==> config.mk <==
export PLATFORM = sky130hd
export DESIGN_NAME = text_lcd_receiver
export DESIGN_NICKNAME = d
export VERILOG_FILES = /design/src/rtl/text_lcd_receiver.sv
export SDC_FILE = /design/constraint.sdc
export NUM_CORES = 1
export LEC_CHECK = 0
export BUFFER_PORTS_ARGS = -buffer_cell sky130_fd_sc_hd__buf_2
export CAP_MARGIN = 20
export CORE_MARGIN = 2
export CORE_UTILIZATION = 35
export DETAILED_ROUTE_END_ITERATION = 12
export PLACE_DENSITY = 0.49
export SKIP_LAST_GASP = 1
export SYNTH_ARGS = -nofsm -noshare
export SYNTH_HDL_FRONTEND = slang
export SYNTH_SLANG_ARGS = --single-unit
==> constraint.sdc <==
create_clock -name i_clk -period 12.35 [get_ports i_clk]
set_input_delay 1.8525 -clock i_clk [delete_from_list [all_inputs] [get_ports i_clk]]
set_output_delay 1.8525 -clock i_clk [all_outputs]
set_load 0.1 [all_outputs]
==> src/rtl/text_lcd_receiver.sv <==
// text_lcd_receiver
//   Receiving end of an HD44780-style 8-bit text-LCD bus. Samples E/RS/RW/DATA,
//   decodes each falling E strobe as a command or a DDRAM character write and
//   mirrors the panel state (2x40 DDRAM, address counter, entry/display/function
//   flags). A registered read port exposes DDRAM contents for checking.
//
// Ports
//   i_clk, i_rst            system clock, synchronous active-high reset
//   i_lcd_e/rs/rw/data      LCD bus (synchronous to i_clk)
//   i_rd_addr / o_rd_char   DDRAM read-back, 1-cycle latency
//   o_wr_strobe/addr/char   pulse + address/character of each DDRAM data write
//   o_cmd_strobe/code       pulse + raw byte of each accepted command
//   o_cur_addr              address counter
//   o_busy                  clear display in progress
//   o_disp_on/cursor_on/blink_on, o_entry_inc, o_func_8bit/func_2line  panel flags
//   o_err                   sticky: [0] strobe while busy, [1] short E, [2] bad address
//
// FSM
//   state   | meaning
//   S_IDLE  | decode bus transfers
//   S_CLEAR | fill DDRAM with CLEAR_CHAR, one cell per cycle, 80 cycles
module text_lcd_receiver #(
    parameter int         MIN_E_HIGH = 1,
    parameter logic [7:0] CLEAR_CHAR = 8'h20
) (
    input  logic       i_clk,
    input  logic       i_rst,
    input  logic       i_lcd_e,
    input  logic       i_lcd_rs,
    input  logic       i_lcd_rw,
    input  logic [7:0] i_lcd_data,
    input  logic [6:0] i_rd_addr,
    output logic [7:0] o_rd_char,
    output logic       o_wr_strobe,
    output logic [6:0] o_wr_addr,
    output logic [7:0] o_wr_char,
    output logic       o_cmd_strobe,
    output logic [7:0] o_cmd_code,
    output logic [6:0] o_cur_addr,
    output logic       o_busy,
    output logic       o_disp_on,
    output logic       o_cursor_on,
    output logic       o_blink_on,
    output logic       o_entry_inc,
    output logic       o_func_8bit,
    output logic       o_func_2line,
    output logic [2:0] o_err
);

    typedef enum logic {
        S_IDLE  = 1'b0,
        S_CLEAR = 1'b1
    } state_t;

    localparam logic [7:0] MIN_E_HIGH_W = 8'(MIN_E_HIGH);
    localparam logic [6:0] CLR_LAST     = 7'd79;

    // input pipeline
    logic       r_q1_e, r_q1_rs, r_q1_rw;
    logic [7:0] r_q1_data;
    logic       r_q2_e, r_q2_rs, r_q2_rw;
    logic [7:0] r_q2_data;
    logic [7:0] r_e_cnt;

    // registered fall event
    logic       r_fall, r_fall_short, r_fall_rs, r_fall_rw;
    logic [7:0] r_fall_data;

    state_t     r_state, w_state_next;
    logic [6:0] r_clr_idx;

    logic [7:0] r_mem [128];
    logic [7:0] r_rd_char;
    logic       r_wr_strobe;
    logic [6:0] r_wr_addr;
    logic [7:0] r_wr_char;
    logic       r_cmd_strobe;
    logic [7:0] r_cmd_code;
    logic [6:0] r_cur_addr;
    logic       r_disp_on, r_cursor_on, r_blink_on, r_entry_inc;
    logic       r_func_8bit, r_func_2line;
    logic [2:0] r_err;

    logic       w_fall, w_busy, w_take, w_take_data, w_take_cmd;
    logic       w_clr_start, w_clr_done;
    logic [6:0] w_clr_addr;
    logic       w_mem_we;
    logic [6:0] w_mem_addr;
    logic [7:0] w_mem_wdata;

    // Address step on the two-line map: 00-27 and 40-67 form one ring.
    function automatic logic [6:0] f_step(input logic [6:0] a, input logic up);
        logic [6:0] r;
        if (up) begin
            if (a == 7'h27)      r = 7'h40;
            else if (a == 7'h67) r = 7'h00;
            else                 r = a + 7'd1;
        end else begin
            if (a == 7'h00)      r = 7'h67;
            else if (a == 7'h40) r = 7'h27;
            else                 r = a - 7'd1;
        end
        return r;
    endfunction

    assign w_fall      = r_q2_e & ~r_q1_e;
    assign w_busy      = (r_state == S_CLEAR);
    assign w_take      = r_fall & ~r_fall_short & ~r_fall_rw & ~w_busy;
    assign w_take_data = w_take & r_fall_rs;
    assign w_take_cmd  = w_take & ~r_fall_rs;
    // clear index 0..39 -> 00..27, 40..79 -> 40..67
    assign w_clr_addr  = (r_clr_idx < 7'd40) ? r_clr_idx : (r_clr_idx + 7'd24);

    // Reset must win over a pending clear or data write.
    assign w_mem_we    = ~i_rst & (w_take_data | w_busy);
    assign w_mem_addr  = w_busy ? w_clr_addr : r_cur_addr;
    assign w_mem_wdata = w_busy ? CLEAR_CHAR : r_fall_data;

    always_ff @(posedge i_clk) begin
        if (i_rst) begin
            r_q1_e       <= 1'b0;
            r_q1_rs      <= 1'b0;
            r_q1_rw      <= 1'b0;
            r_q1_data    <= 8'h00;
            r_q2_e       <= 1'b0;
            r_q2_rs      <= 1'b0;
            r_q2_rw      <= 1'b0;
            r_q2_data    <= 8'h00;
            r_e_cnt      <= 8'h00;
            r_fall       <= 1'b0;
            r_fall_short <= 1'b0;
            r_fall_rs    <= 1'b0;
            r_fall_rw    <= 1'b0;
            r_fall_data  <= 8'h00;
        end else begin
            r_q1_e       <= i_lcd_e;
            r_q1_rs      <= i_lcd_rs;
            r_q1_rw      <= i_lcd_rw;
            r_q1_data    <= i_lcd_data;
            r_q2_e       <= r_q1_e;
            r_q2_rs      <= r_q1_rs;
            r_q2_rw      <= r_q1_rw;
            r_q2_data    <= r_q1_data;
            if (!r_q1_e)
                r_e_cnt <= 8'h00;
            else if (r_e_cnt != 8'hFF)
                r_e_cnt <= r_e_cnt + 8'd1;
            // q2 still holds the values present while E was high
            r_fall       <= w_fall;
            r_fall_short <= (r_e_cnt < MIN_E_HIGH_W);
            r_fall_rs    <= r_q2_rs;
            r_fall_rw    <= r_q2_rw;
            r_fall_data  <= r_q2_data;
        end
    end

    always_ff @(posedge i_clk) begin
        if (i_rst) r_state <= S_IDLE;
        else       r_state <= w_state_next;
    end

    always_comb begin
        w_state_next = r_state;
        w_clr_start  = 1'b0;
        w_clr_done   = 1'b0;
        case (r_state)
            S_IDLE: begin
                if (w_take_cmd && (r_fall_data == 8'h01)) begin
                    w_state_next = S_CLEAR;
                    w_clr_start  = 1'b1;
                end
            end
            S_CLEAR: begin
                if (r_clr_idx == CLR_LAST) begin
                    w_state_next = S_IDLE;
                    w_clr_done   = 1'b1;
                end
            end
            default: w_state_next = S_IDLE;
        endcase
    end

    // DDRAM contents survive reset
    always_ff @(posedge i_clk) begin
        if (w_mem_we) r_mem[w_mem_addr] <= w_mem_wdata;
    end

    always_ff @(posedge i_clk) begin
        if (i_rst) r_rd_char <= 8'h00;
        else       r_rd_char <= r_mem[i_rd_addr];
    end

    always_ff @(posedge i_clk) begin
        if (i_rst) begin
            r_wr_strobe  <= 1'b0;
            r_wr_addr    <= 7'h00;
            r_wr_char    <= 8'h00;
            r_cmd_strobe <= 1'b0;
            r_cmd_code   <= 8'h00;
            r_cur_addr   <= 7'h00;
            r_disp_on    <= 1'b0;
            r_cursor_on  <= 1'b0;
            r_blink_on   <= 1'b0;
            r_entry_inc  <= 1'b1;
            r_func_8bit  <= 1'b0;
            r_func_2line <= 1'b0;
            r_err        <= 3'b000;
            r_clr_idx    <= 7'h00;
        end else begin
            r_wr_strobe  <= 1'b0;
            r_cmd_strobe <= 1'b0;

            if (r_fall && r_fall_short)
                r_err[1] <= 1'b1;
            // reads are ignored outright, even while busy
            if (r_fall && !r_fall_short && !r_fall_rw && w_busy)
                r_err[0] <= 1'b1;

            if (w_take_data) begin
                r_wr_strobe <= 1'b1;
                r_wr_addr   <= r_cur_addr;
                r_wr_char   <= r_fall_data;
                r_cur_addr  <= f_step(r_cur_addr, r_entry_inc);
            end

            if (w_take_cmd) begin
                r_cmd_strobe <= 1'b1;
                r_cmd_code   <= r_fall_data;
                if (r_fall_data[7]) begin
                    // bits [5:0] above 27 cover both holes 28-3F and 68-7F
                    if (r_fall_data[5:0] > 6'h27) begin
                        r_err[2]   <= 1'b1;
                        r_cur_addr <= 7'h00;
                    end else begin
                        r_cur_addr <= r_fall_data[6:0];
                    end
                end else if (r_fall_data[6]) begin
                    // CGRAM address: acknowledged only
                end else if (r_fall_data[5]) begin
                    r_func_8bit  <= r_fall_data[4];
                    r_func_2line <= r_fall_data[3];
                end else if (r_fall_data[4]) begin
                    if (!r_fall_data[3])
                        r_cur_addr <= f_step(r_cur_addr, r_fall_data[2]);
                end else if (r_fall_data[3]) begin
                    r_disp_on   <= r_fall_data[2];
                    r_cursor_on <= r_fall_data[1];
                    r_blink_on  <= r_fall_data[0];
                end else if (r_fall_data[2]) begin
                    r_entry_inc <= r_fall_data[1];
                end else if (r_fall_data[1]) begin
                    r_cur_addr <= 7'h00;
                end
                // 01 handled by the FSM, 00 is a no-op
            end

            if (w_clr_start)
                r_clr_idx <= 7'h00;
            else if (w_busy)
                r_clr_idx <= r_clr_idx + 7'd1;

            if (w_clr_done) begin
                r_cur_addr  <= 7'h00;
                r_entry_inc <= 1'b1;
            end
        end
    end

    assign o_rd_char    = r_rd_char;
    assign o_wr_strobe  = r_wr_strobe;
    assign o_wr_addr    = r_wr_addr;
    assign o_wr_char    = r_wr_char;
    assign o_cmd_strobe = r_cmd_strobe;
    assign o_cmd_code   = r_cmd_code;
    assign o_cur_addr   = r_cur_addr;
    assign o_busy       = w_busy;
    assign o_disp_on    = r_disp_on;
    assign o_cursor_on  = r_cursor_on;
    assign o_blink_on   = r_blink_on;
    assign o_entry_inc  = r_entry_inc;
    assign o_func_8bit  = r_func_8bit;
    assign o_func_2line = r_func_2line;
    assign o_err        = r_err;

endmodule
### Yosys cells after proc, flatten, opt, wreduce, memory -nomap -nowiden

Memories as Yosys holds them, arrays and structs flattened. A register that Yosys moved wholly into a read port is not among the register bits.
Index checks and enable logic that the tools add are counted.

| word-level totals | value |
|---|---|
| register bits after elaboration | 91 |
| memory bits (writable) | 1,024 |
| logic and storage cells | 110 |
| memories kept | 1 |

| cells by class | value |
|---|---|
| $add $sub $neg | 5 |
| order comparisons | 3 |
| equal/unequal tests | 6 |
| multiplexer cells | 30 |
| bitwise logic cells | 19 |
| reduce and logical (&&, ||, !) cells | 15 |

Memory list:

| memory | depth | width | read ports | clocked after Yosys merged registers in | wr ports | RTL line | source |
|---|---|---|---|---|---|---|---|
| r_mem | 128 | 8 | 1 | 1 | 1 | 72 | `logic [7:0] r_mem [128];` |

Operators by type and width:

| kind | count |
|---|---|
| $mux W7 | 19 |
| $eq A7 B7 Y1 const B | 3 |
| $add A7 B1 Y7 const B | 2 |
| $not A1 Y1 | 11 |
| $mux W1 | 9 |
| $add A8 B1 Y8 const B | 1 |
| $eq A8 B1 Y1 const B | 1 |
| $lt A8 B1 Y1 const B | 1 |
| $mux W8 | 1 |
| $ne A8 B8 Y1 const B | 1 |
| $add A7 B5 Y7 const B | 1 |
| $and A1 B1 Y1 | 7 |
| $eq A7 B6 Y1 const B | 1 |
| $logic_not A7 Y1 | 1 |
| $lt A7 B6 Y1 const B | 1 |
| $reduce_and A7 Y1 | 1 |
| $sub A7 B1 Y7 const B | 1 |
| $gt A6 B6 Y1 const B | 1 |
| $reduce_and A6 Y1 | 1 |
| $reduce_or A2 Y1 | 3 |
| $logic_and A1 B1 Y1 | 5 |
| $reduce_and A4 Y1 | 1 |
| $reduce_and A3 Y1 | 1 |
| $logic_not A1 Y1 | 2 |
| other kinds (2) | 2 |

### Logic depth before layout (Yosys ltp)

| logic depth | value |
|---|---|
| word-level depth | 14 |
| depth in mapped cells | 10 |
| mapped depth without buffers | 8 |

### Worst setup path before layout

No wires, ideal clock.

| path | value |
|---|---|
| kind | reg-to-reg |
| start | register r_state, in the netlist o_busy |
| end | memory r_mem[0][7] (data pin) |
| setup time | 0.828 ns |
| arrival time | 4.586 ns |
| path slack | 6.936 ns |
| cell stages (with the launch flop) | 5 |
| cells stage by stage | dfxtp_1 > buf_2 > buf_1 > buf_1 > nor2b_1 |

| between the ends | value |
|---|---|
| longest elaborated chain between the ends | 1 |

Ends and longest elaborated chain:

| item | RTL line | source |
|---|---|---|
| start: declaration | 69 | `state_t r_state, w_state_next;` |
| start signal: assignment | 159 | `else r_state <= w_state_next;` |
| $mux W8 | 117 | `assign w_mem_wdata = w_busy ? CLEAR_CHAR : r_fall_data;` |
| net w_mem_wdata[7] | 89 | `logic [7:0] w_mem_wdata;` |
| end: declaration | 72 |  |

The timed path passes the listed nets, and every way through them passes these cells.

==> reports/qor.yml <==
run_status:
  status: "completed"
worst_setup_path:
  r2r_slack_ps: 8290
  r2r_end: "r_mem[127][1]$_DFFE_PP_"
  critical_path_peak_fanout: 75
  cp.required_ps: 12880
  rr_startpoint: "o_busy$_SDFF_PP0_"
  endpoint_kind: "flop"
  reg2regPathDepth: 7
  worstPathArrival_ps: 5740
  critical_path_class: "in2reg"
  start_kind: "input port"
power_and_ir_drop:
  leakage_nw: 16.08
  clkPwrFrac_pct: 43.9
  sequentialPowerShare_pct: 52.2
  p_sw_w: 0.001669
  ir_worst_vdd_uv: 125.2
  swShare_pct: 21.08
  p_per_area_nw_per_um2: 158.7
  share_comb_of_total_power_pct: 4.0
  p_int_w: 0.006248
floorplan:
  die_area_um2: 128800
  io_pins: 70
  chipHeight_um: 358.9
  coreArea_um2: 125200
  num_rows: 130
  die_w_um: 358.9
  start_util_pct: 35.19
grt:
  grt_usage_pct: 17.91
  grt_pass1_wl_mm: 169.5
  antenna_found_initial: 2
  grt_pass1_vias: 23410
  grt.overflow.total: 0
  grt_max_degree: 143
placed_design:
  dp_slack_ps: 6141
  place_congestion: 0.7988
  port_buffers: 69
  hpwl_mm: 72.24
min_path:
  hp-class: "reg2reg"
  hp-start: "r_q1_e$_SDFF_PP0_"
  hold_end: "r_fall$_SDFF_PP0_"
  min_path_cells: 1
sta:
  drv_slew: 0
  clock_skew_ps: 25.47
  relSlewSlack_pct: 21.20
  setup_violations: 0
  final.min_clock_period_ps: 5213
  setup_tns_ps: 0
  hold_viol_final: 0
  rsz0062_at_grt: "false"
  fin_crit_sh_pct: 42.21
  tightest_slew_ps: 1182
  setup_slack_ps: 7137
  fmax_mhz: 191.8
cells_and_area:
  nNetsFinal: 2519
  drive_above_1_share_pct: 20.46
  num-fill-cells: 11250
  diodes: 0
  area_delta_synth_final_pct: 13.21
clock_network:
  hold_buffers: 0
  cts-htree-levels: 3
  cts_root_buf: "clkbuf_16"
  clkLatencyLatePin_ps: 700
  cts.repair.resized: 0
  clk_pin_slew_ps: 60
  clock_sinks: 1123
  numCtsBuffers: 116
  cts_tree: "done"
  cts_setup_buffers: 0
  clockBufferDepth: 3
synth:
  async_flop_share_pct: 0
  synth_flop_cell: "edfxtp_1"
  netlist_instances: 2404
  synth.most_common_cell: "edfxtp_1"
  yosys.cell_types.count: 65
  ys_seq_elements: 1123
  seq_area_frac_synth_pct: 74.27
  synth_area_leader_cell: "edfxtp_1"
  synth_edf_count: 1024
  netlist_area_um2: 44070
  synth_common_cells: "edfxtp_1 (1024), mux4_2 (210), nor2_1 (198)"
  synth.net_count: 2431
  avgSynthCellArea_um2: 18.33
  synthTopCellsByArea: "edfxtp_1 (70%), mux4_2 (11%), dfxtp_1 (4.5%)"
  netlist.area_leader.share_pct: 69.77
  yosysWarnings: 0
route:
  via_per_inst: 5.396
  avgRoutedWirePerCell_um: 27.58
  vias: 22850
  drt-total-wl_mm: 116.8
  drc: 0
  drt-pass1-iter-count: 5
  ant_nets: 0
  drt_iter0_drc: 2097
flow_run:
  max_cap_viol_count: 0
## power groups by stage
stage / clock network [W] / registers, W / logic (W)
global route: 0.00368 / 0.00413 / 0.000332
floorplan: 0 / 0.00423 / 0.000194
CTS: 0.00354 / 0.00413 / 0.000317
global placement: 0 / 0.00421 / 0.000315
finish: 0.00347 / 0.00413 / 0.000313
detailed placement: 0 / 0.00421 / 0.000317
## through the flow
step / cells / total power [W] / utilization [%] / hold slack (ps) / instance area (um^2)
3_3_place_gp: 4021 / 0.004526 / 36.82 / 409.9 / 46120
5_1_grt: 4235 / 0.008147 / 39.84 / 430.7 / 49900
3_5_place_dp: 4023 / 0.004528 / 36.84 / 416.1 / 46140
6_report: 4235 / 0.007917 / 39.84 / 426.0 / 49900
4_1_cts: 4234 / 0.007985 / 39.84 / 423.7 / 49890
2_1_floorplan: 2404 / 0.004427 / - / 397.6 / 44070
## metal layers
metal  vias up  global-route usage (%)  wire length [um]
met4         2                   4.617              2834
met1     12120                   25.43             51890
met2       744                   28.97             55790
met3       177                   2.610              6295
li1       9806                       -                 -
met5         -                       0                 7
## how the worst max path moves through the flow
stage                       from                      end  cells after the start
6_report            i_rd_addr[1]  o_rd_char[3]$_SDFF_PP0_                      8
5_1_grt             i_rd_addr[0]  o_rd_char[7]$_SDFF_PP0_                      8
4_1_cts             i_rd_addr[1]  o_rd_char[4]$_SDFF_PP0_                      8
3_5_place_dp        i_rd_addr[1]  o_rd_char[4]$_SDFF_PP0_                      8
3_3_place_gp        i_rd_addr[1]  o_rd_char[4]$_SDFF_PP0_                      8
2_1_floorplan  o_busy$_SDFF_PP0_    r_mem[0][7]$_DFFE_PP_                      4
## critical path: stages
cell      delay (ps)
buf_8            450
buf_4            690
buf_4            720
mux4_2           400
a22oi_1          370
nand3_1          120
nor4_1           750
o211ai_1         170
## cells in the final DEF (no fill, tap or decap), drive strengths merged, types with 6 or more instances in the layout
| master | netlist | routed |
|---|---|---|
| o21ai | 21 | 21 |
| a22oi | 60 | 60 |
| inv | 12 | 16 |
| nor3 | 12 | 12 |
| bufinv | 0 | 13 |
| a31oi | 23 | 23 |
| nand3 | 52 | 52 |
| and3 | 12 | 12 |
| mux4 | 210 | 210 |
| o221ai | 11 | 11 |
| o22a | 10 | 10 |
| nand4 | 13 | 13 |
| mux2i | 132 | 132 |
| clkbuf | 58 | 135 |
| nand2 | 108 | 108 |
| xor2 | 7 | 7 |
| a32oi | 17 | 17 |
| edfxtp | 1024 | 1024 |
| a21oi | 47 | 47 |
| nand2b | 14 | 14 |
| nor2b | 54 | 54 |
| ha | 7 | 7 |
| nor4 | 11 | 11 |
| buf | 80 | 108 |
| clkinv | 0 | 55 |
| nor3b | 8 | 8 |
| dfxtp | 99 | 99 |
| and2 | 12 | 12 |
| xnor2 | 11 | 11 |
| mux2 | 23 | 23 |
| nor2 | 200 | 200 |
| o22ai | 6 | 6 |
## registers in the layout (all words and copies together) (netlist names), 3 cells and up
name / count
r_mem: 1024
o_err: 3
o_cmd_code: 8
r_clr_idx: 7
o_wr_char: 8
r_e_cnt: 8
o_cur_addr: 7
r_q2_data: 8
r_q1_data: 8
o_wr_addr: 7
r_fall_data: 8
o_rd_char: 8
## cell type report
class / count / area, um^2 / area share [%]
clock inverters: 76 / 711.9 / 1.427
inverters: 12 / 45.04 / 0.09027
clock buffers: 135 / 3038 / 6.088
multi-input cells: 1131 / 10630 / 21.30
well taps: 1650 / 2064 / 4.138
flip-flops and latches: 1123 / 32730 / 65.60
repair buffers: 108 / 678.2 / 1.359
## cell families (layout without fill, tap and decap cells)
family                     Yosys count  in the layout  synth area share, %
xor gates and xnor gates            18             18               0.3577
adders and majority gates            7              7               0.1987
and+or+nand+nor                    516            516                5.544
DFF                               1123           1123                74.27
muxes                              365            365                14.32
AOI/OAI and AO/OA                  225            225                3.546
buffers and inverters              150            331                1.771
No activity file was read; power rests on OpenSTA's default activity.
